File: src/rtl/iramsp_arb.sv
`default_nettype none
// ============================================================================
// Module   : iramsp_arb
// Purpose  : Four-requester round-robin arbiter in front of a single-port RAM
//            with registered command and tagged 2-cycle read return.
// Options  : IRAMSP_ARB_WRPRI_EN - writes win over reads; round-robin per class
// Revision : 1.0 - initial release
// ============================================================================
module iramsp_arb #(
    parameter int ADDRBIT = 11,
    parameter int DEPTH   = 1536,
    parameter int WIDTH   = 32
) (
    input  logic                 clk,
    input  logic                 rst,
    input  logic                 test,
    input  logic [3:0]           req_vld,
    input  logic [3:0]           req_wr,
    input  logic [4*ADDRBIT-1:0] req_a,
    input  logic [4*WIDTH-1:0]   req_di,
    output logic [3:0]           req_ack,
    output logic [3:0]           rd_vld,
    output logic [WIDTH-1:0]     rd_do,
    output logic [3:0]           err_addr,
    output logic [ADDRBIT-1:0]   ram_a,
    output logic                 ram_we,
    output logic                 ram_re,
    output logic [WIDTH-1:0]     ram_di,
    input  logic [WIDTH-1:0]     ram_do
);

    localparam logic [31:0] c_DEPTH = 32'(DEPTH);

    logic [1:0]         r_last;
    logic [ADDRBIT-1:0] r_ram_a;
    logic               r_ram_we;
    logic               r_ram_re;
    logic [WIDTH-1:0]   r_ram_di;
    logic [3:0]         r_err_addr;
    logic [1:0]         r_rd_tag;
    logic               r_rd_pend;
    logic [1:0]         r_rd_tag2;
    logic               r_rd_pend2;

    logic [3:0]         w_cand;
    logic               w_any;
    logic [1:0]         w_sel;
    logic [1:0]         w_idx;
    logic               w_sel_wr;
    logic [ADDRBIT-1:0] w_sel_a;
    logic [WIDTH-1:0]   w_sel_di;
    logic               w_legal;

`ifdef IRAMSP_ARB_WRPRI_EN
    // Reads only compete when no write is pending anywhere.
    always_comb begin
        w_cand = req_vld;
        if (|(req_vld & req_wr)) begin
            w_cand = req_vld & req_wr;
        end
    end
`else
    always_comb begin
        w_cand = req_vld;
    end
`endif

    // Search starts one past the last winner; k=4 wraps back onto it.
    always_comb begin
        w_any = 1'b0;
        w_sel = 2'd0;
        w_idx = 2'd0;
        if (!rst && !test) begin
            for (int k = 1; k <= 4; k++) begin
                w_idx = r_last + 2'(k);
                if (!w_any && w_cand[w_idx]) begin
                    w_any = 1'b1;
                    w_sel = w_idx;
                end
            end
        end
    end

    assign w_sel_wr = req_wr[w_sel];
    assign w_sel_a  = req_a[int'(w_sel)*ADDRBIT +: ADDRBIT];
    assign w_sel_di = req_di[int'(w_sel)*WIDTH +: WIDTH];
    assign w_legal  = 32'(w_sel_a) < c_DEPTH;

    assign req_ack = w_any ? (4'b0001 << w_sel) : 4'b0000;

    always_ff @(posedge clk or posedge rst) begin
        if (rst) begin
            r_last     <= 2'd3;
            r_ram_a    <= '0;
            r_ram_we   <= 1'b0;
            r_ram_re   <= 1'b0;
            r_ram_di   <= '0;
            r_err_addr <= 4'b0000;
            r_rd_tag   <= 2'd0;
            r_rd_pend  <= 1'b0;
            r_rd_tag2  <= 2'd0;
            r_rd_pend2 <= 1'b0;
        end else begin
            r_ram_we   <= 1'b0;
            r_ram_re   <= 1'b0;
            r_err_addr <= 4'b0000;
            r_rd_pend  <= 1'b0;
            r_rd_tag2  <= r_rd_tag;
            r_rd_pend2 <= r_rd_pend;
            if (w_any) begin
                r_last <= w_sel;
                if (w_legal) begin
                    r_ram_a   <= w_sel_a;
                    r_ram_we  <= w_sel_wr;
                    r_ram_re  <= !w_sel_wr;
                    r_rd_pend <= !w_sel_wr;
                    r_rd_tag  <= w_sel;
                    if (w_sel_wr) begin
                        r_ram_di <= w_sel_di;
                    end
                end else begin
                    // Out-of-range access is consumed but never reaches the RAM.
                    r_err_addr <= 4'b0001 << w_sel;
                end
            end
        end
    end

    assign ram_a    = r_ram_a;
    assign ram_we   = r_ram_we;
    assign ram_re   = r_ram_re;
    assign ram_di   = r_ram_di;
    assign err_addr = r_err_addr;
    assign rd_vld   = r_rd_pend2 ? (4'b0001 << r_rd_tag2) : 4'b0000;
    assign rd_do    = ram_do;

endmodule
`default_nettype wire

File: config.mk
export PLATFORM = sky130hd
export DESIGN_NAME = iramsp_arb
export DESIGN_NICKNAME = d
export VERILOG_FILES = /design/src/rtl/iramsp_arb.sv
export SDC_FILE = /design/constraint.sdc
export NUM_CORES = 1
export LEC_CHECK = 0
export CAP_MARGIN = 20
export CELL_PAD_IN_SITES_DETAIL_PLACEMENT = 0
export CELL_PAD_IN_SITES_GLOBAL_PLACEMENT = 1
export CORE_MARGIN = 2
export CORE_UTILIZATION = 25
export DETAILED_ROUTE_END_ITERATION = 10
export PLACE_DENSITY = 0.9
export SYNTH_ARGS = -nofsm -noshare
export SYNTH_HDL_FRONTEND = slang
export SYNTH_SLANG_ARGS = --single-unit
File: constraint.sdc
create_clock -name clk -period 3.6 [get_ports clk]
set_clock_uncertainty 0.2 [all_clocks]
set_input_delay 0.36 -clock clk [delete_from_list [all_inputs] [get_ports clk]]
set_output_delay 0.36 -clock clk [all_outputs]
set_load 0.01 [all_outputs]
# [Yosys cells after proc, flatten, opt, wreduce, memory -nomap -nowiden]
# Index checks and enable logic that the tools add are counted.
[word_totals] latchBits=0 wordCells=66 ram_bits=0 n_memories=0 romBits=0 regBits=56 output_inout_bits=89
[classes] muxes=31 bitwise=0 div_mod_pow=0 reduce_logical=12 magnitude_cmp=6 n_addsub=3 eq_ne=0 shifts=4 n_mul=1
[ops] operator="variable part select 128 x 8 -> 32 bit" count=1
[ops] operator="variable part select 44 x 7 -> 11 bit" count=1
[ops] operator="2-to-1 mux 1 bit" count=17
[ops] operator="2-to-1 mux 4 bit" count=4
[ops] operator="less-than comparator 2 x 3 -> 1 bit (second input constant)" count=5
[ops] operator="less-than comparator 11 bit (second input constant)" count=1
[ops] operator="binary-select mux 1 bit (select 2 bit)" count=5
[ops] operator="2-to-1 mux 2 bit" count=5
[ops] operator="<< shifter 1 x 2 -> 4 bit (first input constant)" count=2
[ops] operator="zero test 1 bit" count=6
[ops] operator="multiplier 2 x 4 -> 6 bit (second input constant)" count=1
[ops] operator="adder 2 bit (second input constant)" count=2
[ops] operator="logical AND 1 bit" count=4
[ops] operator="AND reduction 3 bit" count=1
[ops] operator="adder 2 x 1 -> 2 bit (second input constant)" count=1
[ops] operator="AND reduction 2 bit" count=1

# [Depth between registers and ports, before layout]
# Gate-level depths: netlist of the first run.
[depth] ltp_word=22 mapped_depth=9 depth_no_buf=6

# [Worst setup path before layout of the first run]
# Ideal clock, no wire load.
[synth_timing] path_type="register to register" startpoint="register r_last[1]" endpoint="register r_ram_di[10], in the netlist ram_di[10]" slack_ns=1.081 arrival_ns=2.193 synth_period_minus_slack_ns=2.519 setup_ns=0.125 stages_incl_launch_ff=9 t_required_ns=3.275 path_cell_list="dfstp_2 > buf_4 > mux2i_1 > a32oi_2 > a21oi_1 > o32ai_2 > o22ai_2 > buf_6 > mux2_4"
[synth_via] elab_chain_len=21
[synth_rtl] item="from (decl)" line="34" rtl="logic [1:0] r_last;"
[synth_rtl] item="from (signal assigned)" line="111" rtl="r_last <= w_sel;"
[synth_rtl] item="adder 2 x 1 -> 2 bit" line="75" rtl="w_idx = r_last + 2'(k);"
[synth_rtl] item="binary-select mux 1 bit (select 2 bit)" line="76" rtl="if (!w_any && w_cand[w_idx]) begin"
[synth_rtl] item="2-to-1 mux 1 bit (not written as such)" line="76"
[synth_rtl] item="2-to-1 mux 1 bit" line="76"
[synth_rtl] item="2-to-1 mux 1 bit" line="73" rtl="if (!rst && !test) begin"
[synth_rtl] item="zero test 1 bit" line="76"
[synth_rtl] item="logical AND 1 bit" line="76"
[synth_rtl] item="2-to-1 mux 1 bit" line="76"
[synth_rtl] item="[5 not listed]"
[synth_rtl] item="zero test 1 bit" line="76"
[synth_rtl] item="logical AND 1 bit" line="76"
[synth_rtl] item="2-to-1 mux 2 bit" line="76"
[synth_rtl] item="2-to-1 mux 2 bit" line="73"
[synth_rtl] item="multiplier 2 x 4 -> 6 bit" line="85" rtl="assign w_sel_a = req_a[int'(w_sel)*ADDRBIT +: ADDRBIT];"
[synth_rtl] item="variable part select 44 x 7 -> 11 bit" line="85"
[synth_rtl] item="less-than comparator 11 bit" line="87" rtl="assign w_legal = 32'(w_sel_a) < c_DEPTH;"
[synth_rtl] item="AND reduction 3 bit (no source line)"
[synth_rtl] item="to (signal assigned)" line="119" rtl="r_ram_di <= w_sel_di;"
[synth_rtl] item="to (decl)" line="38" rtl="logic [WIDTH-1:0] r_ram_di;"
# Several ways; a longest one is shown, not always the timed one. The select of a mux whose other input is x is not followed.
# A chain may end at the register's enable or synchronous reset.

# [Worst setup path in the final report of the first run]
[layout_timing] startpoint="input req_vld[3]" endpoint="output req_ack[3]"
[layout_via] elab_chain_len=18
[layout_rtl] item="from (decl)" line="17" rtl="input logic [3:0] req_vld,"
[layout_rtl] item="binary-select mux 1 bit (select 2 bit)" line="76"
[layout_rtl] item="2-to-1 mux 1 bit (not written as such)" line="76"
[layout_rtl] item="2-to-1 mux 1 bit" line="76"
[layout_rtl] item="2-to-1 mux 1 bit" line="73"
[layout_rtl] item="zero test 1 bit" line="76"
[layout_rtl] item="logical AND 1 bit" line="76"
[layout_rtl] item="2-to-1 mux 1 bit" line="76"
[layout_rtl] item="2-to-1 mux 1 bit" line="73"
[layout_rtl] item="[2 not listed]"
[layout_rtl] item="2-to-1 mux 1 bit" line="76"
[layout_rtl] item="2-to-1 mux 1 bit" line="73"
[layout_rtl] item="zero test 1 bit" line="76"
[layout_rtl] item="logical AND 1 bit" line="76"
[layout_rtl] item="2-to-1 mux 2 bit" line="76"
[layout_rtl] item="2-to-1 mux 2 bit" line="73"
[layout_rtl] item="<< shifter 1 x 2 -> 4 bit" line="89" rtl="assign req_ack = w_any ? (4'b0001 << w_sel) : 4'b0000;"
[layout_rtl] item="2-to-1 mux 4 bit (*)" line="89"
[layout_rtl] item="to (decl)" line="21" rtl="output logic [3:0] req_ack,"
# Every way passes the cells marked *; elsewhere a longest branch is shown, timed or not. The select of a mux whose other input is x is not followed.

==> metrics.yaml, run 1 <==
outcome: "complete, no violations"
gp_congestion: 0.859
dieArea_sq_um: 17800
hold_viol: 0
yosysUniqueCellTypes: 42
holdBufCountCts: 0
clk_path_buf_depth: 2
place.port_buffers: 239
via_count: 3484
max-cap-violations: 0
dr.max_layer_used: "met4"
startpoint: "req_vld[3]"
core_sq_um: 16500
antenna_found_initial: 0
routed_via_density: 4.46
netlist_instances: 358
num_io_pins: 304
ant_nets: 0
finalSetupViolCount: 0
critPathLaunchType: "input pin"
start_util_pct: 25.4
tns_ns: 0
final_nets: 775
dieHeight_um: 133
cts_resized: 0
period_needed_ns: 3.23
synth_top_cell_by_area: "dfrtp_1"
max_slew_margin_pct: 43.7
fmax_mhz: 309
grt_max_degree: 52
power_frac_comb_pct: 50.7
synth.area.top_cells: "dfrtp_1 (32%), mux2i_1 (31%), mux2_4 (10%)"
wl_per_cell_um: 16.0
grt.overflow.total: 0
wl_met1_mm: 4.62
cp_max_fo: 10
clk_latency_ns: 0.29
post-cts-setup-buffers: 0
p_clk_share_pct: 15.7
cts.clk_slew.worst_paths_ns: 0.06
endpoint_kind: "output pin"
grt.total_usage_pct: 13.9
dr_wl_met2_mm: 6.73
layout_commonest_cell: "clkdlybuf4s50_1"
period_share_pct: 89.8
hp-class: "flop to flop"
total_power_mw: 3.19
rows: 47
wl_met3_um: 924
cp.arrival_ns: 2.67
leakage_nw: 3.14
routed_wl_mm: 12.5
netlist_area_sq_um: 4180
area_growth_pct: 61.3
place_area_sq_um: 6590
p_seq_share_pct: 33.6
post-route-drc-count: 0
hpwl_mm: 10.0
yosys_most_used_dff: "dfrtp_1"
synth_edf_count: 0
final_area_sq_um: 6740
synth_seq_cells: 56
crit_type: "input pin to output pin"
hp-start: "r_rd_tag[1]"
htree_levels: 2
cts_tree: "yes"
switching_power_mw: 0.977
syn_nets: 573
ir_drop_v: 0.000199
p_int_mw: 2.22
yosys_warnings: 0
die_w_um: 133
drtIter0Drc: 84
synth_top_area_share_pct: 32.3
numCtsBuffers: 5
grt_first_pass_wirelength_mm: 19.4
rsz0062_at_grt: "false"
yosysSeqAreaShare_pct: 33.6
antenna_cells: 0
r2r_start: "r_last[1]"
first_pass_iters: 4
final_cell_mix: "clkdlybuf4s50_1 (239), mux2i_1 (129), dfrtp_1 (54), mux2_4 (29)"
powerDensity_nw_per_um2: 474
layout-drive-gt1-share_pct: 13.5
synth.avg_cell_area_sq_um: 11.7
whs_ns: 0.187
tightest_slew_ns: 0.844
swShare_pct: 30.6
cts.sinks: 56
maxSlewViolCount: 0
required_ns: 3.04
async_flop_share_pct: 100
grt_pass1_vias: 3781
cts_root_buffer: "clkbuf_16"
==> layer usage <==
layer	GRT usage (%)	up-vias
li1	-	1666
met1	14.6	1651
met2	26.3	147
met3	4.22	20
met4	4.37	0
met5	0	-
==> synth_stat cells, drive strengths merged, types with 2 or more instances <==
cell type and instances:
nor4 2, mux2i 129, dfrtp 54, nand2b 4, buf 54, and2 2
o21ai 5, dfstp 2, nor2 14, mux2 42, a22oi 2, o22ai 2
a31oi 2, inv 6, nor3 6, a21boi 4, nand2 10, and3 2
a21oi 3
==> power groups by stage <==
stage               Sequential [mW]  Clock (mW)  Combinational [mW]
global route                   1.11       0.547                1.72
finish                         1.07       0.502                1.62
floorplan                      1.16           0               0.723
CTS                            1.08       0.528                1.64
detailed placement             1.08           0                1.64
global placement               1.08           0                1.61
==> kinds of logic (layout without fill, tap and decap cells) <==
group           Yosys count  after routing  synth area share (%)
mux                     171            171                  44.8
flops                    56             56                  33.6
compound gates           26             26                  5.66
simple gates             45             45                  5.99
buf+inv                  60            263                  9.91
==> through the flow <==
stage / utilization (%) / setup slack (ns) / cells
2_1_floorplan: - / 1.08 / 358
3_3_place_gp: 40.0 / 0.402 / 773
3_5_place_dp: 40.0 / 0.296 / 773
4_1_cts: 40.9 / 0.372 / 781
5_1_grt: 40.9 / 0.249 / 781
6_report: 40.9 / 0.366 / 781
==> registers in the layout (all words and copies together) (netlist names) <==
name	count
ram_di	32
ram_a	11
err_addr	4
r_last	2
r_rd_tag2	2
r_rd_tag	2
r_rd_pend	1
r_rd_pend2	1
ram_we	1
==> worst max-delay path: stages <==
cell and delay (ns):
clkdlybuf4s50_1 0.69, and2_2 0.25, o221ai_2 0.15, or2_0 0.30, buf_4 0.19, nor2_1 0.17, clkdlybuf4s50_1 0.57
==> final cells by class <==
cell class              count  area, sq um
inverters                   6         22.5
multi-input cells         242         2390
fillers                  1558         9730
clock buffers               8          146
flip-flops and latches     56         1400
well taps                 220          275
repair buffers            249         2500
==> worst paths after layout <==
path                                 to  slack, ns  cells past startpoint
setup reg to reg               ram_a[6]       0.64                      7
max in group asynchronous      ram_a[2]       2.02                      3
hold / removal             r_rd_tag2[1]       0.19                      0
min in group asynchronous   err_addr[3]       0.38                      2
hold reg to reg            r_rd_tag2[1]       0.19                      0
setup / recovery             req_ack[3]       0.37                      7
No activity file was read; power rests on OpenSTA's default activity.
==> run 2, diff against run 1 <==
CORE_UTILIZATION = 23   (was 25)
PLACE_DENSITY = 0.88   (was 0.9)
SKIP_CTS_REPAIR_TIMING = 1   (was unset)
clock period = 2.8 ns   (was 3.6 ns; I/O delays follow)
==> run 2 against run 1 <==
The flow now finishes with violations (negative setup slack). Worst hold slack worse by 0.0016 ns. Critical path depth is 2 lower. Via count grew 3.1%. Routed wire length rose by 3.0%. Flip-flop and latch count unchanged. Sequential power grew 29%.
==> metrics.yaml, run 2 (synthesis gave the netlist of run 1 again) <==
outcome: "finished with violations"  # was complete, no violations
failed_checks: "negative setup slack"
hold_viol: 0  # unchanged
clk_latency_ns: 0.30  # was 0.29 ns
place.port_buffers: 239  # unchanged
via_count: 3591  # was 3484
n_fill_cell: 1691  # was 1558
rows: 49  # was 47
num_io_pins: 304  # unchanged
dieArea_sq_um: 19300  # was 17800 sq um
grt.overflow.total: 0  # unchanged
period_needed_ns: 2.83
wl_per_cell_um: 15.7  # was 16.0 um
leakage_nw: 3.40  # was 3.14 nW
cts_root_buffer: "clkbuf_16"  # unchanged
powerDensity_nw_per_um2: 609  # was 474 nW/um^2
gp_congestion: 0.832  # was 0.859
crit_type: "flop to output pin"  # was input pin to output pin
cp.arrival_ns: 2.35  # was 2.67 ns
grt_max_degree: 33  # was 52
htree_levels: 2  # unchanged
critPathLaunchType: "flop"  # was input pin
routed_wl_mm: 12.9  # was 12.5 mm
whs_ns: 0.185  # was 0.187 ns
numCtsBuffers: 5  # unchanged
required_ns: 2.32  # was 3.04 ns
maxSlewViolCount: 0  # unchanged
fin_cells: 821  # was 781
cts.sinks: 56  # unchanged
max-cap-violations: 0  # unchanged
grt_pass1_vias: 3851  # was 3781
layout-drive-gt1-share_pct: 19.1  # was 13.5%
die_w_um: 139  # was 133 um
tightest_slew_ns: 0.549  # was 0.844 ns
max_slew_margin_pct: 63.3  # was 43.7%
start_util_pct: 23.3  # was 25.4%
setup_ws_ns: -0.0294  # was 0.366 ns
layout_commonest_cell: "clkdlybuf4s50_1"  # unchanged
endpoint_kind: "output pin"  # unchanged
routed_via_density: 4.37  # was 4.46
cts.clk_slew.worst_paths_ns: 0.07  # was 0.06 ns
period_share_pct: 101
antenna_cells: 0  # unchanged
post-route-drc-count: 0  # unchanged
hpwl_mm: 10.6  # was 10.0 mm
startpoint: "r_last[1]"  # was req_vld[3]
placed_cells: 807  # was 773
fmax_mhz: 353
first_pass_iters: 4  # unchanged
grt_first_pass_wirelength_mm: 20.1  # was 19.4 mm
largest_register_ffs: 32  # unchanged
cp_max_fo: 8  # was 10
drtIter0Drc: 164  # was 84
rsz0062_at_grt: "true"  # was false
hp-class: "flop to flop"  # unchanged
antenna_found_initial: 0  # unchanged
cts_tree: "yes"  # unchanged
grt.total_usage_pct: 13.0  # was 13.9%
final_nets: 806  # was 775
dieHeight_um: 139  # was 133 um
hp-start: "r_rd_tag[0]"  # was r_rd_tag[1]
clk_path_buf_depth: 2  # unchanged
ir_drop_v: 0.000355  # was 0.000199 V
r2r_start: "r_last[1]"  # unchanged
ant_nets: 0  # unchanged
core_sq_um: 17900  # was 16500 sq um
area_growth_pct: 69.3  # was 61.3%
finalSetupViolCount: 1  # was 0
final_cell_mix: "clkdlybuf4s50_1 (234), mux2i_1 (128), dfrtp_1 (54), buf_4 (35), mux2_4 (29)"  # was clkdlybuf4s50_1 (239), mux2i_1 (129), dfrtp_1 (54), mux2_4 (29)
[run 2: where the power goes]
group          switching, mW  internal [mW]  total [mW]
sequential             0.223           1.16        1.38
combinational          0.780           1.42        2.20
clock                  0.304          0.426       0.730
[run 2: area by class of cell]
type | instances | area (sq um) | share of cell area [%]
timing repair buffer | 280 | 2790 | 39.4
multi-input combinational | 242 | 2400 | 33.9
clock inverter | 3 | 47.5 | 0.672
sequential | 56 | 1400 | 19.9
tap | 229 | 287 | 4.05
inverter | 6 | 22.5 | 0.318
clock buffer | 5 | 125 | 1.77
[run 2: routing by layer]
layer  GRT usage (%)  part of all wire [%]  wire [um]
met1            14.3                    38       4870
met2            24.2                    54       6910
met3            3.90                   6.7        864
met4            3.88                   1.9        247
met5               0                     0          0
[run 2: path summary, 6_finish.rpt]
| check | endpoint | slack, ns | depth (start not counted) |
|---|---|---|---|
| max | req_ack[0] | -0.03 | 5 |
| min | r_rd_tag2[0] | 0.19 | 0 |
| max reg2reg | ram_di[16] | 0.09 | 9 |
| min reg2reg | r_rd_tag2[0] | 0.19 | 0 |
| max in group asynchronous | r_last[0] | 1.46 | 4 |
| min in group asynchronous | err_addr[1] | 0.28 | 3 |
[run 2: per-stage QoR]
stage                     power, mW  cell area, sq um  setup slack, ns  utilization (%)  setup TNS, ns
after floorplan                2.41              4180            0.281                -              0
after global placement         3.53              6830           -0.118             38.1          -3.34
after detailed placement       3.58              6830           -0.195             38.1          -6.70
after CTS                      4.35              7000           -0.193             39.1         -0.411
after global routing           4.57              7070           -0.137             39.5         -0.140
final                          4.31              7070          -0.0294             39.5        -0.0294
[run 2: worst max-delay path: stages, from the launching register on]
cell	delay (ns)
dfstp_2	0.63
nand2_1	0.15
a32oi_2	0.38
nand2_4	0.12
nor3_1	0.19
clkdlybuf4s50_1	0.58
==> run 3, diff against run 2 <==
RECOVER_POWER = 100   (was unset)
==> run 3 against run 2 <==
The run still ends with negative setup slack left. Fmax is 0.25% higher. Die area stayed put. Setup slack better by 0.0070 ns. Worst hold slack hardly changed. Combinational power is 4% lower. Via count hardly changed. Register-to-register slack hardly changed. First-iteration DRC count is 9.1% lower.
==> metrics.yaml, run 3 (synthesis gave the netlist of run 1 again) <==
outcome: "finished with violations"  # unchanged
failed_checks: "negative setup slack"  # unchanged
leakage_nw: 3.43  # was 3.40 nW
place.port_buffers: 239  # unchanged
ant_nets: 0  # unchanged
rsz0062_at_grt: "true"  # unchanged
hold_viol: 0  # unchanged
cts.sinks: 56  # unchanged
utilization_pct: 39.4  # was 39.5%
r2r_cells: 9  # unchanged
setup_ws_ns: -0.0223  # was -0.0294 ns
die_w_um: 139  # unchanged
period_share_pct: 101  # about the same
reg2reg_slack_ns: 0.10  # was 0.09 ns
antenna_cells: 0  # unchanged
cp_num_buf_inv: 1  # unchanged
powerDensity_nw_per_um2: 596  # was 609 nW/um^2
finalSetupViolCount: 1  # unchanged
htree_levels: 2  # unchanged
via_count: 3594  # was 3591
grt.overflow.total: 0  # unchanged
dieHeight_um: 139  # unchanged
final_cell_mix: "clkdlybuf4s50_1 (194), mux2i_1 (128), dfrtp_1 (54), dlygate4sd3_1 (40), buf_4 (33)"  # was clkdlybuf4s50_1 (234), mux2i_1 (128), dfrtp_1 (54), buf_4 (35), mux2_4 (29)
routed_wl_mm: 12.9  # about the same
clk_latency_ns: 0.30  # about the same
maxSlewViolCount: 0  # unchanged
rows: 49  # unchanged
period_needed_ns: 2.82  # was 2.83 ns
cp_top_family: "flip-flops"  # unchanged
num_io_pins: 304  # unchanged
critPathLaunchType: "flop"  # unchanged
crit_cells: 5  # unchanged
tns_ns: -0.0223  # was -0.0294 ns
max_slew_margin_pct: 38.3  # was 63.3%
placed_cells: 807  # unchanged
wl_per_cell_um: 15.7  # about the same
required_ns: 2.32  # about the same
startpoint: "r_last[1]"  # unchanged
hp-class: "flop to flop"  # unchanged
cts_root_buffer: "clkbuf_16"  # unchanged
layout-drive-gt1-share_pct: 18.8  # was 19.1%
post-route-drc-count: 0  # unchanged
area_growth_pct: 68.8  # was 69.3%
cp_slowest_stage_delay_ns: 0.63  # about the same
crit_type: "flop to output pin"  # unchanged
max-cap-violations: 0  # unchanged
crit_slowest_cell: "dfstp_2"  # unchanged
cp_cell_sequence: "nand2_1, a32oi_2, nand2_4, nor3_1, clkdlybuf4s50_1"  # unchanged
gp_congestion: 0.832  # unchanged
antenna_found_initial: 0  # unchanged
tightest_slew_ns: 0.924  # was 0.549 ns
numCtsBuffers: 5  # unchanged
largest_register_ffs: 32  # unchanged
dieArea_sq_um: 19300  # unchanged
r2r_end: "ram_di[16]"  # unchanged
fin_cells: 821  # unchanged
cp.arrival_ns: 2.34  # was 2.35 ns
grt_pass1_vias: 3851  # unchanged
cts.clk_slew.worst_paths_ns: 0.07  # about the same
final_nets: 806  # unchanged
drtIter0Drc: 149  # was 164
hpwl_mm: 10.6  # unchanged
hold_end: "r_rd_tag2[0]"  # unchanged
cp_max_fo: 8  # unchanged
clk_path_buf_depth: 2  # unchanged
r2r_start: "r_last[1]"  # unchanged
grt_max_degree: 33  # unchanged
cts_tree: "yes"  # unchanged
core_sq_um: 17900  # unchanged
fmax_mhz: 354  # was 353 MHz
grt.total_usage_pct: 13.0  # unchanged
place_area_sq_um: 6830  # unchanged
routed_via_density: 4.38  # was 4.37
ir_drop_v: 0.000355  # about the same
layout_commonest_cell: "clkdlybuf4s50_1"  # unchanged
final_area_sq_um: 7050  # was 7070 sq um
start_util_pct: 23.3  # unchanged
grt_first_pass_wirelength_mm: 20.1  # unchanged
endpoint_kind: "output pin"  # unchanged
min_path_cells: 0  # unchanged
hp-start: "r_rd_tag[0]"  # unchanged
first_pass_iters: 4  # unchanged
==> run 3: changes by cell type in the layout (fill, tap and decap cells not counted) <==
cell             delta
clkbuf_2            +1
clkdlybuf4s50_1    -40
buf_12              -1
clkbuf_4            +1
inv_1               +1
clkbuf_1            +1
inv_2               -1
dlygate4sd3_1      +40
buf_4               -2
==> run 3: layer usage <==
metal	up-vias	routed length (um)	GRT usage (%)	part of all wire, %
li1	1724	-	-	-
met1	1695	4840	14.3	38
met2	150	6900	24.2	54
met3	25	872	3.90	6.8
met4	0	247	3.88	1.9
met5	-	0	0	0
==> run 3: area by class of cell <==
class,count,area [sq um]
clock inverter,3,47.5
inverter,6,22.5
clock buffer,5,125
multi-input combinational,242,2400
fill,1695,10800
tap,229,287
timing repair buffer,280,2770
sequential,56,1400
==> run 3: power breakdown <==
group          switching (mW)  total (mW)  leakage [nW]  internal (mW)
Sequential              0.212        1.37         0.674           1.16
Combinational           0.779        2.11          2.67           1.33
Clock                   0.303       0.729        0.0840          0.426
Total                    1.29        4.20          3.43           2.91
==> run 3: worst max path at each step <==
stage,to,slack [ns]
6_report,req_ack[0],-0.02
5_1_grt,req_ack[0],-0.14
4_1_cts,req_ack[3],-0.19
3_5_place_dp,ram_di[9],-0.20
3_3_place_gp,req_ack[3],-0.12
2_1_floorplan,ram_di[10],0.28
==> run 3: through the flow <==
| stage | setup WS, ns | power (mW) | hold slack [ns] |
|---|---|---|---|
| after global routing | -0.137 | 4.46 | 0.204 |
| after CTS | -0.193 | 4.35 | 0.183 |
| after global placement | -0.118 | 3.53 | 0.167 |
| final | -0.0223 | 4.20 | 0.185 |
| after floorplan | 0.281 | 2.41 | 0.149 |
| after detailed placement | -0.195 | 3.58 | 0.169 |
==> run 3: worst register-to-register path: cells and delay by family (launching register included) <==
kind,cells,cell delay [ns]
and+or+nand+nor,1,0.04
buffers and inverters,3,0.48
AOI/OAI and AO/OA,3,0.64
muxes,2,0.60
DFF,1,0.63
